[config.mk]
export PLATFORM = sky130hd
export DESIGN_NAME = alu_arbiter_flat
export DESIGN_NICKNAME = d
export VERILOG_FILES = /design/src/rtl/alu_arbiter_if.sv /design/src/rtl/alu_arbiter.sv /design/src/flat_wrapper.sv
export SDC_FILE = /design/constraint.sdc
export NUM_CORES = 1
export LEC_CHECK = 0
export ABC_CLOCK_PERIOD_IN_PS = 2950
export CAP_MARGIN = 20
export CORE_MARGIN = 2
export CORE_UTILIZATION = 35
export DETAILED_ROUTE_END_ITERATION = 8
export PLACE_DENSITY = 0.77
export SLEW_MARGIN = 20
export SYNTH_ARGS = -nofsm -noshare
export SYNTH_HDL_FRONTEND = slang
export SYNTH_SLANG_ARGS = --single-unit
[constraint.sdc]
create_clock -name clk -period 2.95 [get_ports clk]
set_clock_uncertainty 0.15 [all_clocks]
set_input_delay 0.4425 -clock clk [delete_from_list [all_inputs] [get_ports clk]]
set_output_delay 0.4425 -clock clk [all_outputs]
set_load 0.005 [all_outputs]
[src/rtl/alu_arbiter_if.sv]
// Requester-side bus of the ALU arbiter: two operation request ports sharing one
// result payload, with a per-requester valid/ready response channel.
interface alu_arbiter_if;
  logic [1:0]  req_valid;
  logic [1:0]  req_ready;
  logic [15:0] req0_in1;
  logic [15:0] req0_in2;
  logic [15:0] req1_in1;
  logic [15:0] req1_in2;
  logic [2:0]  req0_op;
  logic [2:0]  req1_op;
  logic        req0_inv;
  logic        req1_inv;
  logic [1:0]  resp_valid;
  logic [1:0]  resp_ready;
  logic [15:0] resp_data;
  logic        resp_zero;
  logic        resp_ovf;
  logic        resp_neg;
  logic        resp_err;

  modport master (
    output req_valid, req0_in1, req0_in2, req1_in1, req1_in2,
    output req0_op, req1_op, req0_inv, req1_inv, resp_ready,
    input  req_ready, resp_valid, resp_data, resp_zero, resp_ovf, resp_neg, resp_err
  );

  modport slave (
    input  req_valid, req0_in1, req0_in2, req1_in1, req1_in2,
    input  req0_op, req1_op, req0_inv, req1_inv, resp_ready,
    output req_ready, resp_valid, resp_data, resp_zero, resp_ovf, resp_neg, resp_err
  );
endinterface

[src/rtl/alu_arbiter.sv]
// Two-port arbiter/sequencer for the shared 16-bit ALU: grants one operation at a time,
// drives the ALU for one cycle, captures result and flags, and returns them to the winner.
module alu_arbiter #(
  parameter bit RR = 1'b1
) (
  input  logic         clk,
  input  logic         rst,
  alu_arbiter_if.slave bus,
  output logic         busy,
  output logic [15:0]  alu_in1,
  output logic [15:0]  alu_in2,
  output logic [4:0]   alu_opcode,
  output logic         alu_inv,
  output logic         alu_sub,
  output logic         alu_ovwA,
  input  logic [15:0]  alu_out,
  input  logic         alu_zero,
  input  logic         alu_overflow,
  input  logic         alu_neg
);
  typedef enum logic [1:0] {IDLE, ISSUE, CAPTURE, RESP} state_t;

  localparam logic [2:0] OP_CLR = 3'b110;
  localparam logic [2:0] OP_ILL = 3'b111;

  state_t      state, state_n;
  logic        ptr;
  logic        gnt;
  logic        win;
  logic        accept;
  logic [15:0] in1_p0, in2_p0;
  logic [2:0]  op_p0;
  logic        inv_p0;

  // Returns {alu_opcode, alu_sub}; CLR and the illegal code leave the ALU idle.
  function automatic logic [5:0] map_op(input logic [2:0] op);
    case (op)
      3'b000:  map_op = 6'b00001_0;
      3'b001:  map_op = 6'b00001_1;
      3'b010:  map_op = 6'b00010_0;
      3'b011:  map_op = 6'b00100_0;
      3'b100:  map_op = 6'b01000_0;
      3'b101:  map_op = 6'b10000_0;
      default: map_op = 6'b00000_0;
    endcase
  endfunction

  always_comb begin
    win = 1'b0;
    if (bus.req_valid == 2'b10)
      win = 1'b1;
    else if (bus.req_valid == 2'b11 && RR)
      win = ptr;
  end

  // Reset wins over a simultaneous request, so no grant is offered while rst is high.
  assign accept   = (state == IDLE) && !rst && (|bus.req_valid);
  assign busy     = (state != IDLE);
  assign alu_ovwA = 1'b1;

  always_comb begin
    state_n        = state;
    bus.req_ready  = 2'b00;
    bus.resp_valid = 2'b00;
    alu_in1        = '0;
    alu_in2        = '0;
    alu_opcode     = '0;
    alu_sub        = 1'b0;
    alu_inv        = 1'b0;
    case (state)
      IDLE: begin
        if (accept) begin
          bus.req_ready = win ? 2'b10 : 2'b01;
          state_n       = ISSUE;
        end
      end
      ISSUE: begin
        alu_in1               = in1_p0;
        alu_in2               = in2_p0;
        {alu_opcode, alu_sub} = map_op(op_p0);
        alu_inv               = inv_p0 && (op_p0 != OP_CLR) && (op_p0 != OP_ILL);
        state_n               = CAPTURE;
      end
      CAPTURE: state_n = RESP;
      RESP: begin
        bus.resp_valid = gnt ? 2'b10 : 2'b01;
        if (bus.resp_ready[gnt])
          state_n = IDLE;
      end
      default: state_n = IDLE;
    endcase
  end

  always_ff @(posedge clk) begin
    if (rst) begin
      state <= IDLE;
      ptr   <= 1'b0;
      gnt   <= 1'b0;
    end else begin
      state <= state_n;
      if (accept)
        gnt <= win;
      if (state == RESP && bus.resp_ready[gnt])
        ptr <= ~gnt;
    end
  end

  // Stage p0: operation latched at the accept edge
  always_ff @(posedge clk) begin
    if (accept) begin
      in1_p0 <= win ? bus.req1_in1 : bus.req0_in1;
      in2_p0 <= win ? bus.req1_in2 : bus.req0_in2;
      op_p0  <= win ? bus.req1_op  : bus.req0_op;
      inv_p0 <= win ? bus.req1_inv : bus.req0_inv;
    end
  end

  // Response registers: loaded once in CAPTURE, then held through any backpressure
  always_ff @(posedge clk) begin
    if (rst) begin
      bus.resp_data <= '0;
      bus.resp_zero <= 1'b0;
      bus.resp_ovf  <= 1'b0;
      bus.resp_neg  <= 1'b0;
      bus.resp_err  <= 1'b0;
    end else if (state == CAPTURE) begin
      if (op_p0 == OP_ILL) begin
        bus.resp_data <= '0;
        bus.resp_zero <= 1'b1;
        bus.resp_ovf  <= 1'b0;
        bus.resp_neg  <= 1'b0;
        bus.resp_err  <= 1'b1;
      end else begin
        bus.resp_data <= alu_out;
        bus.resp_zero <= alu_zero;
        bus.resp_ovf  <= alu_overflow;
        bus.resp_neg  <= alu_neg;
        bus.resp_err  <= 1'b0;
      end
    end
  end
endmodule

[src/flat_wrapper.sv]
// flat-port wrapper written by rule: the top's interface ports become plain ports
module alu_arbiter_flat 
#(
  parameter bit RR = 1'b1
)
  (clk, rst, busy, alu_in1, alu_in2, alu_opcode, alu_inv, alu_sub, alu_ovwA, alu_out, alu_zero, alu_overflow, alu_neg, bus_req_valid, bus_req0_in1, bus_req0_in2, bus_req1_in1, bus_req1_in2, bus_req0_op, bus_req1_op, bus_req0_inv, bus_req1_inv, bus_resp_ready, bus_req_ready, bus_resp_valid, bus_resp_data, bus_resp_zero, bus_resp_ovf, bus_resp_neg, bus_resp_err);
  alu_arbiter_if bus_i ();
  input  logic clk;
  input  logic rst;
  output logic busy;
  output logic [15:0] alu_in1;
  output logic [15:0] alu_in2;
  output logic [4:0] alu_opcode;
  output logic alu_inv;
  output logic alu_sub;
  output logic alu_ovwA;
  input  logic [15:0] alu_out;
  input  logic alu_zero;
  input  logic alu_overflow;
  input  logic alu_neg;
  input wire logic [$bits(bus_i.req_valid)-1:0] bus_req_valid;
  input wire logic [$bits(bus_i.req0_in1)-1:0] bus_req0_in1;
  input wire logic [$bits(bus_i.req0_in2)-1:0] bus_req0_in2;
  input wire logic [$bits(bus_i.req1_in1)-1:0] bus_req1_in1;
  input wire logic [$bits(bus_i.req1_in2)-1:0] bus_req1_in2;
  input wire logic [$bits(bus_i.req0_op)-1:0] bus_req0_op;
  input wire logic [$bits(bus_i.req1_op)-1:0] bus_req1_op;
  input wire logic [$bits(bus_i.req0_inv)-1:0] bus_req0_inv;
  input wire logic [$bits(bus_i.req1_inv)-1:0] bus_req1_inv;
  input wire logic [$bits(bus_i.resp_ready)-1:0] bus_resp_ready;
  output wire logic [$bits(bus_i.req_ready)-1:0] bus_req_ready;
  output wire logic [$bits(bus_i.resp_valid)-1:0] bus_resp_valid;
  output wire logic [$bits(bus_i.resp_data)-1:0] bus_resp_data;
  output wire logic [$bits(bus_i.resp_zero)-1:0] bus_resp_zero;
  output wire logic [$bits(bus_i.resp_ovf)-1:0] bus_resp_ovf;
  output wire logic [$bits(bus_i.resp_neg)-1:0] bus_resp_neg;
  output wire logic [$bits(bus_i.resp_err)-1:0] bus_resp_err;
  assign bus_i.req_valid = bus_req_valid;
  assign bus_i.req0_in1 = bus_req0_in1;
  assign bus_i.req0_in2 = bus_req0_in2;
  assign bus_i.req1_in1 = bus_req1_in1;
  assign bus_i.req1_in2 = bus_req1_in2;
  assign bus_i.req0_op = bus_req0_op;
  assign bus_i.req1_op = bus_req1_op;
  assign bus_i.req0_inv = bus_req0_inv;
  assign bus_i.req1_inv = bus_req1_inv;
  assign bus_i.resp_ready = bus_resp_ready;
  assign bus_req_ready = bus_i.req_ready;
  assign bus_resp_valid = bus_i.resp_valid;
  assign bus_resp_data = bus_i.resp_data;
  assign bus_resp_zero = bus_i.resp_zero;
  assign bus_resp_ovf = bus_i.resp_ovf;
  assign bus_resp_neg = bus_i.resp_neg;
  assign bus_resp_err = bus_i.resp_err;
  alu_arbiter #(.RR(RR)) u_core (.clk(clk), .rst(rst), .bus(bus_i), .busy(busy), .alu_in1(alu_in1), .alu_in2(alu_in2), .alu_opcode(alu_opcode), .alu_inv(alu_inv), .alu_sub(alu_sub), .alu_ovwA(alu_ovwA), .alu_out(alu_out), .alu_zero(alu_zero), .alu_overflow(alu_overflow), .alu_neg(alu_neg));
endmodule
==> tab_implementation.tex <==
\begin{tabular}{lr}
\hline
Metric & Value \\
\hline
\multicolumn{2}{l}{\textbf{Hold path}} \\
Worst hold-check path type & register to register \\
\multicolumn{2}{l}{\textbf{Power}} \\
Fraction of power spent switching nets & 0.282 \\
Internal power consumption & roughly 2200 uW \\
Post-layout power & 3080 uW \\
LEAKAGE & about 0.0017 uW \\
P\_sw & 867 uW \\
Portion of total power attributed to sequential cells & 0.382 \\
Part of the power in combinational logic & 0.386 \\
Max rail drop VDD & between 0.3 and 0.4 mV \\
Clock network fraction of design power & 0.232 \\
Power density relative to cell area & between 600 and 700 nW/um2 \\
\multicolumn{2}{l}{\textbf{GRT}} \\
Antenna violations before repair & 0 \\
Maximum number of pins on one net before global-route repair & 41 \\
Overall routing resource usage & 0.163 \\
Via count of the first global-routing pass & 2,355 \\
Global-route wire length before repair & 11,000 um \\
Sum of overflow across all layers after global routing & 0 \\
\multicolumn{2}{l}{\textbf{Routing}} \\
Final routed DRC violation total & 0 \\
Drt initial violations & 87 \\
Vias per cell & 4.58 \\
Routed WL per cell & between 10 and 15 um \\
Router iterations before antenna repair & 4 \\
Total wire length & approximately 7200 um \\
Total number of vias & $\sim$2,400 \\
Number of nets with antenna violations after routing & 0 \\
\multicolumn{2}{l}{\textbf{Synthesis}} \\
Asr flop ratio synth & 0 \\
Post-synthesis area per instance & approximately 12 um2 \\
Net count of the mapped netlist & 345 \\
Largest cells by area after synthesis & edfxtp\_1, dfxtp\_1, mux2\_2, and2\_1, nand2b\_1 \\
Synth Flop Type & edfxtp\_1 \\
Share of synthesized area occupied by flip-flops and latches & 0.543 \\
Top-area cell type share of the netlist area & 0.376 \\
Count of flip-flops with a built-in enable after synthesis & 36 \\
Cell count after synthesis & between 200 and 250 \\
Number of different library cells in the post-synthesis netlist & 32 \\
Flip-flop and latch count after synthesis & 60 \\
Largest area contributor in the synthesized netlist & edfxtp\_1 \\
Number of warning messages in the yosys log & 0 \\
Mapped cell area & between 2000 and 3000 um2 \\
\multicolumn{2}{l}{\textbf{Floorplan}} \\
Die ar. & between 8000 and 9000 um2 \\
Io pins & $\sim$160 \\
Die Span Y & approximately 95 um \\
Die W & 94.6 um \\
Area of the core & 8090 um2 \\
Number of core rows & 33 \\
Initial Utilization & 0.355 \\
\multicolumn{2}{l}{\textbf{Timing}} \\
Period minus WS final & $\sim$2.7 ns \\
Tcrit/Tclk final & 0.911 \\
Relative slew margins & 0.616 \\
Actual slew at the worst max-slew pin & around 0.58 ns \\
Upper clock frequency limit & $\sim$0.37 GHz \\
Final hold violation count & 0 \\
Number of setup violations in the final report & 0 \\
Setup Total Neg Slack & 0 ns \\
Setup repair after global routing missed its margin & no \\
Number of slew-limit violations in the final report & 0 \\
\multicolumn{2}{l}{\textbf{CTS}} \\
CTS clock-pin slew for the worst setup and hold paths & 0.06 ns \\
CTS Hold Bufs & 0 \\
Post-CTS resize count & 0 \\
CTS Root Cell & clkbuf\_8 \\
Number of clock sinks seen by CTS & 60 \\
\# H-tree levels & 3 \\
CTS tree & yes \\
Later-pin clock latency in the skew report & $\sim$0.33 ns \\
Setup Buffers After CTS & 0 \\
Maximum buffer depth of the clock tree & 2 \\
Number of buffers inserted during clock tree synthesis & 9 \\
\multicolumn{2}{l}{\textbf{Critical path}} \\
Kind of end point of the critical path & primary output \\
Crit path arrival time & approximately 2.1 ns \\
Class of the most critical setup path & register to primary output \\
Worst Path Required & around 2.4 ns \\
Highest net fanout along the worst path & 13 \\
Worst setup SP type & register \\
\multicolumn{2}{l}{\textbf{Placement}} \\
DP Wirelength & about 5600 um \\
Post-DP Area & around 4600 um2 \\
Post-placement cell count & about 500 \\
RD Place Congestion & between 0.7 and 0.8 \\
Port-buffer cells & 160 \\
\multicolumn{2}{l}{\textbf{Cells and area}} \\
Antenna diode count & 0 \\
Final core utilization & 0.588 \\
Number of nets at the end of the flow & approximately 510 \\
Layout area overhead & 65.6\% \\
Share of post-route cells with drive strength above 1 & 0.144 \\
Post-route insts no fill & approximately 500 \\
Area of all placed cells without fillers & roughly 4800 um2 \\
\multicolumn{2}{l}{\textbf{Outcome}} \\
Outcome & complete, no violations \\
\multicolumn{2}{l}{\textbf{Flow run}} \\
Number of max-capacitance violations reported & 0 \\
\hline
\end{tabular}
stage by stage:
| stage | setup WS (ns) | hold WS [ns] |
|---|---|---|
| after floorplan | 0.439 | 0.316 |
| after global placement | 0.421 | 0.307 |
| after detailed placement | 0.375 | 0.312 |
| after CTS | 0.198 | 0.324 |
| after global routing | 0.0113 | 0.343 |
| final | 0.263 | 0.324 |
kinds of logic (layout without fill, tap and decap cells):
logic type / Yosys count / count (layout) / synth area share
other cells: 1 / 1 / 0.00130
compound gates: 30 / 30 / 0.0644
flops: 60 / 60 / 0.543
fa+ha+maj: 5 / 5 / 0.0218
mux: 39 / 39 / 0.151
buf+inv: 20 / 187 / 0.0396
simple gates: 88 / 88 / 0.178
cell type report:
cell class | instances | area, um2
clock buffers | 13 | 180
well taps | 105 | 131
repair buffers | 165 | 1640
clock inverters | 3 | 16.3
fillers | 699 | 3330
inverters | 6 | 22.5
multi-input cells | 163 | 1210
flip-flops and latches | 60 | 1560
flip-flops by register name (all words and copies together) (netlist names):
name and flops:
u_core.bus.resp_data 16, u_core.in1_p0 16, u_core.in2_p0 16, u_core.op_p0 3, u_core.state 2, u_core.bus.resp_err 1, u_core.bus.resp_neg 1, u_core.bus.resp_ovf 1
u_core.bus.resp_zero 1, u_core.gnt 1, u_core.inv_p0 1, u_core.ptr 1
Yosys cell counts (4+ instances only):
library cell,number
edfxtp_1,36
mux2_2,34
dfxtp_1,24
and2_1,35
clkbuf_1,8
ha_1,5
nand2_1,7
nor2_1,4
nand3_1,18
a21oi_1,21
inv_1,6
nand2b_1,19
placed cells by master (no fill, tap or decap), types with 2 or more instances in the layout:
| cell | synthesis | final |
|---|---|---|
| mux2_1 | 2 | 2 |
| nand2_1 | 7 | 7 |
| buf_4 | 1 | 5 |
| clkbuf_8 | 0 | 11 |
| mux2_2 | 34 | 34 |
| mux2i_1 | 3 | 3 |
| dfxtp_1 | 24 | 24 |
| nand3_1 | 18 | 18 |
| a21oi_1 | 21 | 21 |
| clkdlybuf4s50_1 | 0 | 160 |
| o21ai_0 | 2 | 2 |
| nand2b_1 | 19 | 19 |
| and2_1 | 35 | 35 |
| clkinv_2 | 0 | 2 |
| inv_1 | 6 | 6 |
| nor2_1 | 4 | 3 |
| edfxtp_1 | 36 | 36 |
| ha_1 | 5 | 4 |
power groups by stage:
stage                     Combinational [uW]  Sequential, uW  Clock [uW]
after global routing                    1300            1200         770
after detailed placement                1210            1190           0
after global placement                  1190            1190           0
after floorplan                          553            1180           0
final                                   1190            1180         714
after CTS                               1210            1180         737
layer usage:
metal	up-vias	global-route usage	part of all wire	routed length (um)
met5	-	0	0	0
met4	0	0.0785	0.022	158
met3	15	0.0383	0.070	508
met2	88	0.301	0.52	3800
met1	1077	0.174	0.38	2780
li1	1178	-	-	-
worst paths after layout:
path                                    startpoint                                    end  slack (ns)  depth (start not counted)
max                   u_core.state[1]$_SDFFE_PP0P_                                alu_inv        0.26                          6
min          u_core.bus.resp_data[15]$_SDFFE_PP0P_  u_core.bus.resp_data[15]$_SDFFE_PP0P_        0.32                          2
max reg2reg           u_core.state[1]$_SDFFE_PP0P_            u_core.in2_p0[13]$_DFFE_PP_        1.14                          5
min reg2reg  u_core.bus.resp_data[15]$_SDFFE_PP0P_  u_core.bus.resp_data[15]$_SDFFE_PP0P_        0.32                          2
critical path, stage by stage (launching register included):
cell and delay [ns]:
dfxtp_1 0.34, inv_1 0.11, ha_1 0.36, buf_4 0.23, nand2_1 0.06, a21oi_1 0.11, clkdlybuf4s50_1 0.54
Note: power is estimated with default switching activity, not from simulation.
